<file path="config.mk">
export PLATFORM = sky130hd
export DESIGN_NAME = frac_lut4_cfg_ctrl
export DESIGN_NICKNAME = d
export VERILOG_FILES = /design/src/rtl/frac_lut4_cfg_ctrl_pkg.sv /design/src/rtl/frac_lut4_cfg_ser.sv /design/src/rtl/frac_lut4_cfg_ctrl.sv
export SDC_FILE = /design/constraint.sdc
export NUM_CORES = 1
export LEC_CHECK = 0
export ABC_CLOCK_PERIOD_IN_PS = 3700
export BUFFER_PORTS_ARGS = -buffer_cell sky130_fd_sc_hd__buf_2
export CAP_MARGIN = 20
export CORE_ASPECT_RATIO = 0.8
export CORE_MARGIN = 4
export CORE_UTILIZATION = 66
export DETAILED_ROUTE_END_ITERATION = 12
export PLACE_DENSITY = 0.95
export SLEW_MARGIN = 10
export SYNTH_ARGS = -nofsm -noshare
export SYNTH_HDL_FRONTEND = slang
export SYNTH_SLANG_ARGS = --single-unit
</file>
<file path="constraint.sdc">
create_clock -name prog_clk -period 3.7 [get_ports prog_clk]
set_clock_uncertainty 0.2 [all_clocks]
set_input_delay 0.555 -clock prog_clk [delete_from_list [all_inputs] [get_ports prog_clk]]
set_output_delay 0.555 -clock prog_clk [all_outputs]
set_load 0.02 [all_outputs]
</file>
<file path="src/rtl/frac_lut4_cfg_ctrl_pkg.sv">
`default_nettype none
// ============================================================================
// frac_lut4_cfg_ctrl_pkg
// Shared constants for the frac_lut4 configuration controller: per-LUT
// configuration width, mode bit position and FSM state encoding.
// Revision: 1.0 - initial release
// ============================================================================
package frac_lut4_cfg_ctrl_pkg;

  // 16 sram bits plus one mode bit per frac_lut4
  localparam int FRAC_LUT4_CFG_BITS = 17;
  localparam int MODE_BIT           = 16;

  // Controller state encoding
  localparam logic [1:0] IDLE  = 2'd0;
  localparam logic [1:0] SHIFT = 2'd1;
  localparam logic [1:0] DONE  = 2'd2;

endpackage
`default_nettype wire

</file>
<file path="src/rtl/frac_lut4_cfg_ser.sv">
`default_nettype none
// ============================================================================
// frac_lut4_cfg_ser
// Combinational serial-bit selector. The flattened store is laid out so that
// the counter value is directly the bit position to emit.
// Revision: 1.0 - initial release
// ============================================================================
module frac_lut4_cfg_ser #(
  parameter int TOTAL_BITS = 68,
  parameter int CNT_W      = 7
) (
  input  logic [TOTAL_BITS-1:0] store_i,
  input  logic [CNT_W-1:0]      cnt_i,
  output logic                  bit_o
);

  // Explicit compare-based mux keeps out-of-range counter codes at 0
  always_comb begin
    bit_o = 1'b0;
    for (int i = 0; i < TOTAL_BITS; i++) begin
      if (cnt_i == CNT_W'(i)) begin
        bit_o = store_i[i];
      end
    end
  end

endmodule
`default_nettype wire

</file>
<file path="src/rtl/frac_lut4_cfg_ctrl.sv">
`default_nettype none
// ============================================================================
// frac_lut4_cfg_ctrl
// Shadow configuration store for a chain of frac_lut4 instances. Writes land
// in the shadow store; a commit shifts the whole store out serially, highest
// LUT first and mode bit first within each LUT.
// Revision: 1.0 - initial release
// ============================================================================
module frac_lut4_cfg_ctrl
  import frac_lut4_cfg_ctrl_pkg::*;
#(
  parameter int NUM_LUTS = 4,
  parameter int CFG_BITS = FRAC_LUT4_CFG_BITS,
  localparam int ADDR_W     = (NUM_LUTS > 1) ? $clog2(NUM_LUTS) : 1,
  localparam int TOTAL_BITS = NUM_LUTS * CFG_BITS,
  localparam int CNT_W      = $clog2(TOTAL_BITS)
) (
  input  logic              prog_clk,
  input  logic              pReset,
  input  logic              cfg_valid,
  output logic              cfg_ready,
  input  logic [ADDR_W-1:0] cfg_addr,
  input  logic [MODE_BIT:0] cfg_data,
  input  logic              commit_req,
  output logic              ccff_head,
  output logic              ccff_en,
  output logic              busy,
  output logic              done
);

  // Store layout: LUT i occupies [i*CFG_BITS +: CFG_BITS] as {mode, sram[15:0]},
  // so counting down from TOTAL_BITS-1 yields the required emission order.
  logic [1:0]            state_q, state_d;
  logic [CNT_W-1:0]      cnt_q, cnt_d;
  logic [TOTAL_BITS-1:0] store_q, store_d;
  logic                  ser_bit;

  // Next-state and bit counter; the counter stops at zero and never wraps
  always_comb begin
    state_d = state_q;
    cnt_d   = cnt_q;
    case (state_q)
      IDLE: begin
        if (commit_req) begin
          state_d = SHIFT;
          cnt_d   = CNT_W'(TOTAL_BITS - 1);
        end
      end
      SHIFT: begin
        if (cnt_q == '0) begin
          state_d = DONE;
        end else begin
          cnt_d = cnt_q - CNT_W'(1);
        end
      end
      DONE:    state_d = IDLE;
      default: state_d = IDLE;
    endcase
  end

  // Shadow store write; addresses beyond NUM_LUTS match no slot and are dropped
  always_comb begin
    store_d = store_q;
    if (cfg_valid && cfg_ready) begin
      for (int i = 0; i < NUM_LUTS; i++) begin
        if (cfg_addr == ADDR_W'(i)) begin
          store_d[i*CFG_BITS +: CFG_BITS] = cfg_data;
        end
      end
    end
  end

  // State registers with asynchronous clear
  always_ff @(posedge prog_clk or posedge pReset) begin
    if (pReset) begin
      state_q <= IDLE;
      cnt_q   <= '0;
      store_q <= '0;
    end else begin
      state_q <= state_d;
      cnt_q   <= cnt_d;
      store_q <= store_d;
    end
  end

  frac_lut4_cfg_ser #(
    .TOTAL_BITS (TOTAL_BITS),
    .CNT_W      (CNT_W)
  ) u_ser (
    .store_i (store_q),
    .cnt_i   (cnt_q),
    .bit_o   (ser_bit)
  );

  // Outputs decode from registered state, so reset clears them immediately
  assign cfg_ready = (state_q == IDLE);
  assign ccff_en   = (state_q == SHIFT);
  assign ccff_head = (state_q == SHIFT) & ser_bit;
  assign busy      = (state_q == SHIFT) || (state_q == DONE);
  assign done      = (state_q == DONE);

endmodule
`default_nettype wire

</file>
# Word-level counts from Yosys, hierarchy flattened
# Cells that the tools add are included.
dict set report word_totals {
  output_inout_bits 5
  regBits 77
  input_bits 23
}
dict set report classes {
  mux 74
  n_addsub 1
  n_eq_ne 75
  bitwise_logic 1
  n_reduce_logical 12
}
# op count
set op_table {}
lappend op_table {{$eq A7 B6 Y1 const B} 32}
lappend op_table {{$eq A7 B5 Y1 const B} 16}
lappend op_table {{$mux W1} 68}
lappend op_table {{$eq A7 B4 Y1 const B} 8}
lappend op_table {{$eq A7 B3 Y1 const B} 4}
lappend op_table {{$eq A7 B7 Y1 const B} 4}
lappend op_table {{$eq A7 B2 Y1 const B} 2}
lappend op_table {{$mux W7} 2}
lappend op_table {{$pmux W7 S2} 1}
lappend op_table {{$reduce_and A2 Y1} 5}
lappend op_table {{$eq A7 B1 Y1 const B} 1}
lappend op_table {{$logic_not A7 Y1} 1}
lappend op_table {{$sub A7 B1 Y7 const B} 1}
lappend op_table {{$eq A2 B2 Y1 const B} 3}
lappend op_table {{$eq A2 B1 Y1 const B} 2}
lappend op_table {{$logic_not A2 Y1} 2}
lappend op_table {{$mux W2} 2}
lappend op_table {{$ne A2 B1 Y1 const B} 2}
lappend op_table {{$pmux W2 S2} 1}
lappend op_table {{$reduce_and A3 Y1} 1}
lappend op_table {{$ne A2 B2 Y1 const B} 1}
lappend op_table {{$reduce_bool A2 Y1} 1}
lappend op_table {{$and A1 B1 Y1} 1}
lappend op_table {{$logic_and A1 B1 Y1} 1}
lappend op_table {{$logic_or A1 B1 Y1} 1}

# Longest topological paths before layout
dict set report logic_depth {
  depth_word 70
  ltp_mapped 11
}

# Modules after synthesis
# Synthesis repeated with hierarchy kept, for this count alone.
dict set report hier_totals {
  cells_unflattened 383
  hier_area_um2 4270.3
}
# module n_inst cells_each seq_area_each_um2 area_each_um2
set by_module_without_submodules {}
lappend by_module_without_submodules {frac_lut4_cfg_ctrl 1 213 1926.8 3181.8}
lappend by_module_without_submodules {frac_lut4_cfg_ser 1 170 0.0 1088.5}

# Worst setup path after synthesis
# No wires, ideal clock.
dict set report synth_timing {
  kind {register -> output}
  from {reg cnt_q[0]}
  to {out ccff_head}
  path_buffers 2
  slack_ns 0.739
  stages_incl_launch_ff 12
  arrival_time_ns 2.206
  cell_sequence {dfrtp_1 inv_1 ha_1 buf_6 buf_6 nor2b_4 o211ai_2 nand2_1 a311oi_2 o31ai_1 o41a_1 nor2_1}
}
dict set report synth_via {
  elab_chain_cells 70
  word_cells_on_any_way 137
  cone_classes {eq/ne: 67; mux: 68; bitwise: 1; reduce/logical: 1}
}
# item line_no
set synth_rtl {}
lappend synth_rtl {{start, declared} frac_lut4_cfg_ctrl.sv:34} ;# logic [CNT_W-1:0] cnt_q, cnt_d;
lappend synth_rtl {{start signal, assigned} frac_lut4_cfg_ctrl.sv:81} ;# cnt_q <= cnt_d;
lappend synth_rtl {{$logic_not A7 Y1} frac_lut4_cfg_ser.sv:21} ;# if (cnt_i == CNT_W'(i)) begin
lappend synth_rtl {{$mux W1 (67 in series)} frac_lut4_cfg_ser.sv:21}
lappend synth_rtl {{$mux W1 *} frac_lut4_cfg_ser.sv:21}
lappend synth_rtl {{$and A1 B1 Y1 *} frac_lut4_cfg_ctrl.sv:98} ;# assign ccff_head = (state_q == SHIFT) & ser_bit;
lappend synth_rtl {{end, declared} frac_lut4_cfg_ctrl.sv:25} ;# output logic ccff_head,
# Mark *: on every way between the ends. The rest lies on a longest branch, timed or not.

# Worst setup path after layout
# Same ends and word-level chain as after synthesis.

==> summary.md <==
| Metric | Value |
|---|---|
| Area grow syn2layout | `11.5%` |
| Top Ports | `28` |
| Worst min path class | `input port to async pin` |
| Initial antenna violation count | `0` |
| Antenna cells | `0` |
| Mean Syn Cell Area | `10.7 sq um` |
| Final hold vios | `0` |
| Pin count of the biggest net entering global routing | `43` |
| Die height | `81.0 um` |
| Die W | `99.3 um` |
| Outcome | `finished clean` |
| Worst Setup End Kind | `primary output` |
| CP arrival | `2.87 ns` |
| Die area | `0.00804 sq mm` |
| Row count | `26` |
| Min Tclk post-route | `3.62 ns` |
| Vias in the first global route | `3608` |
| Final setup violation count | `0` |
| Layout cells sized above 1 | `0.340` |
| Max-cap viol count | `0` |
| Async S/R FF share, synth | `1.00` |
| Max_slew headroom | `0.383` |
| DPL Wire Length | `8370 um` |
| #FFs+latches synth | `77` |
| Distinct cells, synth | `66` |
| Initial DRC count | `477` |
| Synthesized area | `0.00440 sq mm` |
| Clk root buf | `clkbuf_8` |
| Worst-skew pair later-pin latency | `0.35 ns` |
| Critical path type | `register to primary output` |
| Core Region | `0.00644 sq mm` |
| Post-Synthesis Cells | `412` |
| Max clock buf depth | `2` |
| Initial Util | `0.683` |
| Flop2flop setup slack | `1.23 ns` |
| Unrepaired setup endpoints after global routing | `false` |
| Power Total | `4.23 mW` |
| Global route overflow | `0` |
| Max Transition Viols Final | `0` |
| Number of cells on the worst reg-to-reg path | `6` |
| Worst-margin pin slew | `0.923 ns` |
| Final instance area | `0.00490 sq mm` |
| Clock Sinks | `77` |
| Top-count cell post-synth | `dfrtp_1` |
| Top_reg_cell synth | `dfrtp_1` |
| Yosys warning count | `0` |
| Reg clk slew, reported paths | `0.07 ns` |
| Drt drc | `0` |
| PD cells | `863 mW/mm^2` |
| Number of synthesized flops with an enable pin | `0` |
| Critical R2R Capture | `store_q[17]` |
| Reg-to-Reg Start | `state_q[0]` |
| Dpl cell area | `0.00459 sq mm` |
| Crit start category | `register` |
| Total global-route track usage | `0.307` |
| Area leader, netlist | `dfrtp_1` |
| Routed len/inst | `22.5 um` |
| Final setup TNS | `0 ns` |
| Crit-path max FO | `14` |
| Leak | `2.03 nW` |
| Drt total wl | `11900 um` |
| PortBufs | `27` |
| CTS tree | `yes` |
| Number of H-tree levels | `3` |
| Post-synthesis sequential area ratio | `0.438` |
| Top post-synthesis cells by area | `dfrtp_1, mux2_2, nand2_1, a21oi_1, ha_1` |
| Via count | `3578` |
| Required @ worst endpoint | `2.94 ns` |
| Vias per cell | `6.78` |
| First-pass GRT wire length | `18900 um` |
| Fin nets | `471` |
| CTS Buf Count | `9` |
| Yosys top cell area share | `0.438` |
| Hold_buf cts | `0` |
| Tcrit/Tclk final | `0.979` |
| Syn Nets | `443` |
| Antenna viol nets, final | `0` |
| F_max | `0.276 GHz` |
| Drt pass-1 iters | `7` |
| Post-synth top cells | `dfrtp_1, mux2_2, nand2_1` |
| Worst vdd ir | `0.453 mV` |
| Gpl congestion | `1.07` |
-- area by class of cell --
class	count	area [sq um]
clock inverters	6	88.8
flip-flops and latches	77	1930
fillers	444	1540
inverters	16	63.8
repair buffers	43	297
well taps	84	105
multi-input cells	293	2300
clock buffers	9	124
-- worst max-delay path, cell delays in order, from the launching register on --
cell,delay [ns]
dfrtp_1,0.38
inv_1,0.24
ha_4,0.28
buf_4,0.22
nor3_1,0.06
o21ai_1,0.14
nand4_1,0.14
o211ai_2,0.20
nor3_1,0.08
o41a_1,0.43
nor2_1,0.15
buf_2,0.19
-- cells in the final DEF, fill, tap and decap left out, types with 6 or more instances in the layout --
cell	count
dfrtp_1	76
nand2_1	27
mux2_2	69
clkbuf_8	9
buf_4	12
o21a_1	8
o21ai_1	6
o21ai_0	12
inv_1	13
nor2_1	26
a21oi_1	20
nand3_1	7
buf_2	27
nor2b_1	8
o31ai_1	6
a31oi_1	7
-- per-layer routing --
metal	share of wire	vias to the layer above	GRT usage
met2	0.45	209	0.476
li1	-	1557	-
met1	0.43	1756	0.417
met3	0.084	56	0.0712
met4	0.037	0	0.135
met5	0	-	0
-- kinds of logic (layout without fill, tap and decap cells) --
group | count (synthesis) | in the layout | share of synthesized area
AO/OA/AOI/OAI | 103 | 103 | 0.170
multiplexers | 70 | 70 | 0.179
adder cells (fa/ha/maj) | 8 | 8 | 0.0228
XOR/XNOR | 5 | 5 | 0.00996
flip-flops | 77 | 77 | 0.438
buffers and inverters | 42 | 74 | 0.0515
AND/OR/NAND/NOR | 107 | 107 | 0.129
-- worst max path at each step --
stage,start,cells after the start,slack [ns],to
3_3_place_gp,cnt_q[0],11,0.08,ccff_head
6_report,cnt_q[0],11,0.08,ccff_head
2_1_floorplan,cnt_q[0],11,0.74,ccff_head
5_1_grt,cnt_q[1],11,0.01,ccff_head
3_5_place_dp,cnt_q[0],11,0.15,ccff_head
4_1_cts,cnt_q[1],10,0.03,ccff_head
-- sequential cells by signal, indices dropped and copies added (netlist names) --
register / count
store_q: 68
cnt_q: 7
state_q: 2
-- power breakdown --
part	internal, mW	total (mW)	leakage [nW]	switching (mW)
Combinational	0.866	1.90	1.00	1.03
Clock	0.375	0.686	0.101	0.310
Sequential	1.26	1.65	0.926	0.392
Total	2.50	4.23	2.03	1.73
-- metrics by stage --
stage	hold WS [ns]	setup slack (ns)	instances	utilization
4_1_cts	0.164	0.0346	526	0.751
6_report	0.125	0.0770	528	0.761
2_1_floorplan	0.270	0.739	412	-
3_3_place_gp	0.292	0.0814	510	0.713
5_1_grt	0.195	0.0133	528	0.761
3_5_place_dp	0.298	0.150	510	0.713
-- repair_timing --
item,4_1_cts,5_1_grt
gates resized for setup,6,8
setup buffers,1,2
setup endpoints to repair,1,1
Note: power is estimated with default switching activity, not from simulation.
